<file path="src/rtl/datapath_gol_step.sv">
// One generation step of Conway's Game of Life on a fixed 8x8 grid.
// The step is purely combinational: all 64 cells are evaluated in parallel
// from the same snapshot. The only state is a saturating generation counter.
// Cell (r, c) lives at bit 8*r + c. Cells outside the grid count as dead.
module datapath_gol_step (
    input  logic        clk,
    input  logic        reset,
    input  logic [63:0] grid,
    output logic [63:0] next_grid,
    output logic        still,
    output logic        extinct,
    output logic [15:0] gen_count
);

    localparam int unsigned SIDE    = 8;
    localparam int unsigned PAD     = SIDE + 2;
    localparam int unsigned CNT_W   = 16;
    localparam logic [CNT_W-1:0] CNT_MAX = '1;

    // Grid surrounded by a one-cell ring of dead cells, so edges need no special case.
    logic [PAD-1:0][PAD-1:0] pad;

    genvar pr, pc;
    generate
        for (pr = 0; pr < PAD; pr++) begin : g_pad_row
            for (pc = 0; pc < PAD; pc++) begin : g_pad_col
                if (pr == 0 || pr == PAD - 1 || pc == 0 || pc == PAD - 1) begin : g_border
                    assign pad[pr][pc] = 1'b0;
                end else begin : g_inner
                    assign pad[pr][pc] = grid[SIDE * (pr - 1) + (pc - 1)];
                end
            end
        end
    endgenerate

    // Per-cell neighbour count and birth/survival rule.
    genvar r, c;
    generate
        for (r = 0; r < SIDE; r++) begin : g_row
            for (c = 0; c < SIDE; c++) begin : g_col
                logic [3:0] cnt;
                logic       alive;

                assign alive = pad[r + 1][c + 1];
                assign cnt   = 4'(pad[r][c])     + 4'(pad[r][c + 1])     + 4'(pad[r][c + 2])
                             + 4'(pad[r + 1][c])                         + 4'(pad[r + 1][c + 2])
                             + 4'(pad[r + 2][c]) + 4'(pad[r + 2][c + 1]) + 4'(pad[r + 2][c + 2]);

                assign next_grid[SIDE * r + c] = (cnt == 4'd3) | (alive & (cnt == 4'd2));
            end
        end
    endgenerate

    // Whole-grid status flags.
    assign still   = (next_grid == grid);
    assign extinct = (grid == 64'd0);

    // Generation counter: clears asynchronously, saturates at all-ones.
    always_ff @(posedge clk or posedge reset) begin
        if (reset) begin
            gen_count <= '0;
        end else if (gen_count != CNT_MAX) begin
            gen_count <= gen_count + CNT_W'(1);
        end
    end

endmodule

</file>
<file path="config.mk">
export PLATFORM = sky130hd
export DESIGN_NAME = datapath_gol_step
export DESIGN_NICKNAME = d
export VERILOG_FILES = /design/src/rtl/datapath_gol_step.sv
export SDC_FILE = /design/constraint.sdc
export NUM_CORES = 1
export LEC_CHECK = 0
export BUFFER_PORTS_ARGS = -buffer_cell sky130_fd_sc_hd__buf_2
export CORE_ASPECT_RATIO = 1.5
export CORE_MARGIN = 5
export CORE_UTILIZATION = 39
export CTS_BUF_LIST = sky130_fd_sc_hd__clkbuf_16
export DETAILED_ROUTE_END_ITERATION = 8
export PLACE_DENSITY_LB_ADDON = 0.15
export SYNTH_ARGS = -nofsm -noshare
export SYNTH_HDL_FRONTEND = slang
export SYNTH_SLANG_ARGS = --single-unit
export TNS_END_PERCENT = 20
</file>
<file path="constraint.sdc">
create_clock -name clk -period 8.06 [get_ports clk]
set_clock_uncertainty 0.1 [all_clocks]
set_input_delay 1.209 -clock clk [delete_from_list [all_inputs] [get_ports clk]]
set_output_delay 1.209 -clock clk [all_outputs]
set_load 0.05 [all_outputs]
</file>
==> results of run 1 <==
[where the power goes]
group,total (mW),internal [mW],switching (mW)
clock network,0.0962,0.0652,0.0310
registers,0.0805,0.0805,0
logic,1.95,0.650,1.30
total,2.13,0.796,1.34
[layer usage]
layer  global-route usage (%)  wire [um]  vias to the layer above
li1                         -          -                     4287
met1                     30.1      14500                     4679
met4                     10.2       1980                        0
met2                     47.6      20400                      305
met3                     1.15       1500                       73
met5                        0          0                        -
[logic make-up (layout without fill, tap and decap cells)]
family	count (synthesis)	count (layout)	share of synthesized area (%)
adder cells (fa/ha/maj)	359	359	56.1
AND/OR/NAND/NOR	349	349	17.4
buffers and inverters	280	452	9.89
AO/OA/AOI/OAI	166	166	10.9
flip-flops	16	16	3.77
XOR/XNOR	12	12	0.989
multiplexers	9	9	0.895
[per-stage QoR]
step	setup slack [ns]	utilization, %	instance area [sq um]	hold WS [ns]
finish	0.263	44.5	12000	0.395
detailed placement	0.234	44.2	12000	0.380
floorplan	0.811	-	10600	0.673
CTS	0.226	44.5	12000	0.397
global placement	0.194	44.2	12000	0.375
global route	0.0349	44.5	12000	0.410
[Yosys cell counts (6+ instances only)]
| cell type | number | share of area (%) |
|---|---|---|
| a2111oi_0 | 6 | 0.49 |
| nor2_1 | 120 | 4.2 |
| a21oi_1 | 47 | 2.2 |
| nor2b_1 | 11 | 0.65 |
| and3_1 | 12 | 0.71 |
| inv_1 | 278 | 9.8 |
| nand4b_1 | 6 | 0.49 |
| a221oi_1 | 6 | 0.49 |
| a31oi_1 | 6 | 0.35 |
| and3b_1 | 7 | 0.58 |
| xnor2_1 | 11 | 0.91 |
| fa_1 | 196 | 37 |
| a22oi_1 | 9 | 0.64 |
| nand4_1 | 24 | 1.4 |
| nand2b_1 | 29 | 1.7 |
| a211oi_1 | 17 | 1.2 |
| nand3_1 | 22 | 1.0 |
| dfrtp_1 | 16 | 3.8 |
| ha_1 | 163 | 19 |
| o21ai_0 | 29 | 1.4 |
| nand2_1 | 49 | 1.7 |
| nor3_1 | 15 | 0.71 |
| nor3b_1 | 17 | 1.2 |
[repair_timing]
item	in CTS	in global routing
endpoints found under the setup margin	0	1
resized for setup	0	1
endpoints found under the hold margin	0	0
[critical path: stages]
cell	delay (ns)
buf_2	0.20
inv_1	0.25
fa_1	0.62
fa_1	0.43
fa_1	0.49
inv_1	0.04
ha_1	0.20
fa_1	0.52
inv_1	0.08
a222oi_1	0.49
nand4_1	0.14
a2111oi_1	0.49
nand3_1	0.14
or4_1	0.56
nor4_2	0.27
buf_2	0.34
[final cells by class]
cell class	count	area (sq um)	share of cell area (%)
multi-input combinational	895	9180	76.2
sequential	16	400	3.33
clock buffer	3	75.1	0.624
tap	342	428	3.56
inverter	279	1050	8.70
timing repair buffer	170	908	7.55
[layout by cell type (no fill, tap or decap), drive strengths merged, types with 6 or more instances in the layout]
cell type,n
nor4,7
fa,196
nand3,22
a22oi,9
nand2,49
dfrtp,16
nor2b,11
ha,163
o21ai,30
xnor2,11
buf,170
nand4b,6
nand4,24
and4,6
nor2,120
a31oi,6
a221oi,6
a2111oi,7
nand2b,29
a211oi,18
inv,279
and3b,7
o311ai,8
nor3b,17
and3,13
nor3,15
a21oi,48
[final timing paths]
kind,from,to,cells past startpoint
setup / recovery,grid[13],still,16
hold / removal,gen_count[11],gen_count[11],1
setup reg to reg,gen_count[5],gen_count[6],7
hold reg to reg,gen_count[11],gen_count[11],1
max in group asynchronous,reset,gen_count[5],2
min in group asynchronous,reset,gen_count[14],2
==> results.toml, run 1 <==
[clock_network]
clk_latency_ns = 0.25
htree_levels = 1
cts_buffers = 3
cts_tree = "done"
postCtsHoldBufs = 0
path_clk_slew_ns = 0.05
clock-sinks = 16
post_cts.repair.setup_buffers = 0
cts_buffer_depth = 2
root_buffer = "clkbuf_16"

[power]
leakage_nw = 6.25
peakVddDrop_v = 0.000167
p_per_area_mw_per_mm2 = 177
totalPowerFinal_mw = 2.13

[sta]
fmax_ghz = 0.128
period_share_pct = 96.7
finalSetupTns_ns = 0
maxSlewHeadroom_pct = 19.2
period_needed_ns = 7.80
rsz0062_at_grt = "false"
hold_viol_final = 0
drv_slew = 0
worst_slew_pin_slew_ns = 1.18
finalSetupViolCount = 0

[yosys]
yosysSeqAreaShare_pct = 3.77
async_flop_share_pct = 100
syn_nets = 1616
syn_avg_cell_area_sq_um = 8.92
ys_types = 72
yosys_register_bits = 16
synth_edf_count = 0
synth_ff_type = "dfrtp_1"
synthesis.area_sq_mm = 0.0106
syn-instance-count = 1191
yosysWarnings = 0

[detailed_routing]
ant_nets = 0
vias = 9344
drt_iter0_drc = 561
drt-total-wl_um = 38400
remaining_drc_errors = 0
first_pass_iters = 5
wire_per_inst_um = 22.5
viasPerCell = 5.48

[critical_path]
crit_fanout = 8
end_kind = "primary output"
startpoint_type = "input port"
arrival_ns = 6.49
crit_required_ns = 6.75
rrSetupSlack_ns = 5.83
path_class = "in2out"

[grt]
grt_use_total_pct = 25.5
grt_first_pass_wirelength_um = 58900
grt_max_degree = 17
antenna_found_initial = 0
grt_pass1_vias = 10026
grt.overflow.total = 0

[final_layout]
diodes = 0
finalNonFillerCells = 1705
reg_top3 = "gen_count (16)"
largest_reg_flops = 16
fin_nets = 1790
drive_above_1_share_pct = 13.8
fillers = 2755
syn2layout_area_growth_pct = 13.3
regMostFlops = "gen_count"

[floorplan]
io_pins = 148
core_area_sq_mm = 0.0270
fp.dieH_um = 212
rows = 74
die_w_um = 145
dieArea_sq_mm = 0.0307
start_util_pct = 39.3

[placement]
gp_congestion = 0.982
numPortBuffers = 147
placed_cells = 1702
hpwlAfterDp_um = 34700

[run]
cap_violations = 0

[status]
outcome = "finished clean"

[worst_hold_path]
min_path_type = "reg2reg"
(Power assumes the default switching activity.)
==> inputs of run 2 (changes only) <==
- CTS_BUF_LIST: sky130_fd_sc_hd__clkbuf_16 -> sky130_fd_sc_hd__clkbuf_8
==> results.toml, run 2 (synthesis results as in run 1) <==
[status]
outcome = "finished clean"

[critical_path]
crit_fanout = 8
worst_path_most_repeated_cell = "fa_1"
crit_family = "adder cells"
end_kind = "primary output"
critical_path.max_stage_delay_ns = 0.63
startpoint_type = "input port"
crit_required_ns = 6.75
path_buf_inv = 5
crit_slowest_cell = "fa_1"
path_class = "in2out"
path_cells = "buf_2, inv_1, fa_1, fa_1, fa_1, inv_1, ha_1, fa_1, inv_1, a222oi_1, nand4_1, a2111oi_1, nand3_1, or4_1, nor4_2, buf_2"
arrival_ns = 6.54

[final_layout]
drive_above_1_share_pct = 13.8
syn2layout_area_growth_pct = 12.9
seqCellArea_sq_um = 400
fin_area_sq_mm = 0.0120
fillers = 2760
final_common_cell = "inv_1"
fin_nets = 1790
largest_reg_flops = 16
multi_input_area_sq_mm = 0.00918
final_cell_mix = "inv_1 (278), fa_1 (196), ha_1 (163), buf_2 (147), nor2_1 (120)"
reg_top3 = "gen_count (16)"
diodes = 0
regMostFlops = "gen_count"
final_util_pct = 44.4

[power]
p_switching_mw = 1.33
pwr-share-comb_pct = 93.3
totalPowerFinal_mw = 2.10
peakVddDrop_v = 0.000166
p_per_area_mw_per_mm2 = 175
leakage_nw = 6.24
seq_power_share_pct = 3.8
p_int_mw = 0.764
p_sw_share_pct = 63.5
clkPwrFrac_pct = 2.9

[grt]
grt_first_pass_wirelength_um = 58900
grt_pass1_vias = 10038
grt_max_degree = 17
grt.overflow.total = 0
grt_use_total_pct = 25.5
antenna_found_initial = 0

[floorplan]
core_area_sq_mm = 0.0270
rows = 74
die_w_um = 145
io_pins = 148
fp.dieH_um = 212
start_util_pct = 39.3
dieArea_sq_mm = 0.0307

[placement]
gp_congestion = 0.982
numPortBuffers = 147
place_ws_ns = 0.234
placed_cell_area_sq_mm = 0.0120
hpwlAfterDp_um = 34700

[sta]
finalSetupTns_ns = 0
setup_slack_ns = 0.210
finalSetupViolCount = 0
rsz0062_at_grt = "false"
drv_slew = 0
worst_slew_pin_slew_ns = 1.26
fmax_ghz = 0.127
maxSlewHeadroom_pct = 13.6
hold_viol_final = 0
period_share_pct = 97.4
period_needed_ns = 7.85

[detailed_routing]
wire_per_inst_um = 22.5
remaining_drc_errors = 0
first_pass_iters = 5
viasPerCell = 5.50
vias = 9375
ant_nets = 0
drt-total-wl_um = 38400
drt_iter0_drc = 478

[clock_network]
root_buffer = "clkbuf_8"
cts_buffer_depth = 2
cts_tree = "done"
clock-sinks = 16
postCtsHoldBufs = 0
path_clk_slew_ns = 0.06
clk_latency_ns = 0.25
htree_levels = 1
cts_buffers = 3

[run]
cap_violations = 0

[worst_hold_path]
min_path_type = "reg2reg"
==> run 2: cell count changes in the layout (fill, tap and decap cells not counted) <==
cell | previous run | this run
clkbuf_8 | 0 | 3
clkbuf_16 | 3 | 0
==> run 2: power by group through the flow <==
stage | clock network [mW] | logic [mW] | registers, mW
final | 0.0607 | 1.95 | 0.0803
after global routing | 0.0650 | 2.17 | 0.0803
after CTS | 0.0639 | 1.96 | 0.0803
after detailed placement | 0 | 1.95 | 0.0818
after global placement | 0 | 1.92 | 0.0818
after floorplan | 0 | 1.37 | 0.0818
==> run 2: worst paths after layout <==
path                               start       endpoint  slack [ns]  cells after the start
max in group asynchronous          reset   gen_count[5]        6.52                      2
setup reg to reg            gen_count[5]   gen_count[6]        5.81                      7
min in group asynchronous          reset  gen_count[14]        0.93                      2
setup / recovery                grid[13]          still        0.21                     16
hold reg to reg            gen_count[11]  gen_count[11]        0.38                      1
hold / removal             gen_count[11]  gen_count[11]        0.38                      1
==> run 2: metrics by stage <==
step | std cells | hold slack, ns
2_1_floorplan | 1191 | 0.673
3_3_place_gp | 1702 | 0.375
3_5_place_dp | 1702 | 0.380
4_1_cts | 1705 | 0.389
5_1_grt | 1705 | 0.412
6_report | 1705 | 0.379
==> run 2: final cells by class <==
cell class	count	share of cell area (%)
clock buffers	3	0.344
inverters	279	8.73
multi-input cells	895	76.5
flip-flops and latches	16	3.34
well taps	342	3.57
repair buffers	170	7.57
==> run 2: per-layer routing <==
metal  global-route usage [%]  vias up  share of wire, %
met3                     1.15       78               3.9
met5                        0        -                 0
met4                     10.4        0               5.2
met2                     47.7      291                53
li1                         -     4289                 -
met1                     30.1     4717                38
==> run 2: what timing repair did <==
action | CTS | global route
buffers inserted | 0 | 0
endpoints found under the setup margin | 0 | 1
gates resized for setup | 0 | 1
==> inputs of run 3 (changes only) <==
- BUFFER_PORTS_ARGS: -buffer_cell sky130_fd_sc_hd__buf_2 -> default
- DONT_BUFFER_PORTS: default -> 1
==> results.toml, run 3 (synthesis results as in run 1) <==
[final_layout]
final_cell_mix = "inv_1 (278), fa_1 (196), ha_1 (163), nor2_1 (120), nand2_1 (49)"
fin_area_sq_mm = 0.0113
reg_top3 = "gen_count (16)"
largest_reg_flops = 16
drive_above_1_share_pct = 4.10
regMostFlops = "gen_count"
diodes = 0
final_common_cell = "inv_1"
syn2layout_area_growth_pct = 6.57
fin_nets = 1646

[clock_network]
cts_buffers = 3
htree_levels = 1
cts_buffer_depth = 2
cts_resized = 0
path_clk_slew_ns = 0.06
postCtsHoldBufs = 0
cts_tree = "done"
clk_latency_ns = 0.24
clock-sinks = 16
post_cts.repair.setup_buffers = 0
root_buffer = "clkbuf_8"

[critical_path]
rr_worst_depth = 7
cp-startpoint = "grid[12]"
startpoint_type = "input port"
r2r-start = "gen_count[6]"
path_class = "in2out"
crit_required_ns = 6.75
rrSetupSlack_ns = 5.49
end_kind = "primary output"
r2r-end = "gen_count[6]"
cp-endpoint = "still"
crit_fanout = 8
arrival_ns = 6.10

[floorplan]
core_area_sq_mm = 0.0270
dieArea_sq_mm = 0.0307
start_util_pct = 39.3
io_pins = 148
rows = 74
die_w_um = 145
fp.dieH_um = 212

[power]
p_int_mw = 0.701
peakVddDrop_v = 0.000124
p_per_area_mw_per_mm2 = 174
seq_power_share_pct = 4.1
p_sw_share_pct = 64.5
p_switching_mw = 1.27
clkPwrFrac_pct = 2.9
leakage_nw = 5.61
pwr-share-comb_pct = 93.1

[detailed_routing]
wire_per_inst_um = 24.2
ant_nets = 0
drt_iter0_drc = 381
viasPerCell = 5.53
drt-total-wl_um = 37800
remaining_drc_errors = 0
first_pass_iters = 5
vias = 8637

[sta]
drv_slew = 0
worst_slew_pin_slew_ns = 1.21
finalSetupViolCount = 0
finalSetupTns_ns = 0
rsz0062_at_grt = "false"
fmax_ghz = 0.135
period_share_pct = 92.0
hold_viol_final = 0
maxSlewHeadroom_pct = 19.5
period_needed_ns = 7.41

[grt]
grt_pass1_vias = 9337
antenna_found_initial = 0
grt_max_degree = 17
grt_most_used_layer = "met2"
grt_use_total_pct = 24.9
grt.overflow.total = 0
grt_use_met2_pct = 46.5
grt_first_pass_wirelength_um = 56800
grtUsageMet3_pct = 4.32
use_met1_pct = 27.6

[placement]
placed_cell_area_sq_mm = 0.0113
hpwlAfterDp_um = 34300
gp_congestion = 0.988
numPortBuffers = 0

[status]
outcome = "finished clean"

[worst_hold_path]
min_path_type = "reg2reg"

[run]
cap_violations = 0
==> run 3: cell type report <==
type                            instances  area (sq um)
Fill cell                            2708         15700
Multi-Input combinational cell        895          9210
Inverter                              279          1050
Tap cell                              342           428
Sequential cell                        16           400
Timing Repair Buffer                   26           201
Clock buffer                            3          41.3
==> run 3: metrics by stage <==
stage	util [%]	worst slack (ns)	total power [mW]	hold slack [ns]	cells
5_1_grt	41.9	0.472	2.17	0.758	1561
2_1_floorplan	-	0.811	1.45	0.673	1191
4_1_cts	41.9	0.703	1.98	0.719	1561
6_report	41.9	0.648	1.98	0.714	1561
3_3_place_gp	41.7	0.675	1.90	0.709	1558
3_5_place_dp	41.7	0.730	1.91	0.708	1558
==> run 3: how the worst min path moves through the flow <==
stage / start / endpoint / slack [ns] / cells past startpoint
after floorplan: gen_count[1] / gen_count[1] / 0.67 / 2
after global placement: gen_count[1] / gen_count[1] / 0.71 / 2
after detailed placement: gen_count[1] / gen_count[1] / 0.71 / 2
after CTS: gen_count[1] / gen_count[1] / 0.72 / 2
after global routing: gen_count[1] / gen_count[1] / 0.76 / 2
final: gen_count[1] / gen_count[1] / 0.71 / 2
==> run 3: power groups by stage <==
stage / Sequential (mW) / Combinational (mW) / Clock (mW)
finish: 0.0804 / 1.84 / 0.0569
global route: 0.0803 / 2.03 / 0.0625
CTS: 0.0803 / 1.84 / 0.0596
global placement: 0.0818 / 1.82 / 0
floorplan: 0.0818 / 1.37 / 0
detailed placement: 0.0818 / 1.83 / 0
==> run 3: critical path, cell delays in order <==
cell and delay [ns]:
inv_1 0.29, fa_1 0.52, fa_1 0.46, fa_1 0.49, inv_1 0.04, ha_1 0.21, fa_1 0.49, and3b_1 0.22
a221oi_1 0.43, o311ai_1 0.19, a2111o_1 0.31, a221oi_1 0.35, nand4b_1 0.22, nor4_2 0.40, buf_4 0.27
==> run 3: metal layers <==
layer  routed length, um  vias to the layer above
li1                    -                     4016
met1               13500                     4296
met2               20100                      252
met3                2340                       73
met4                1880                        0
met5                   0                        -
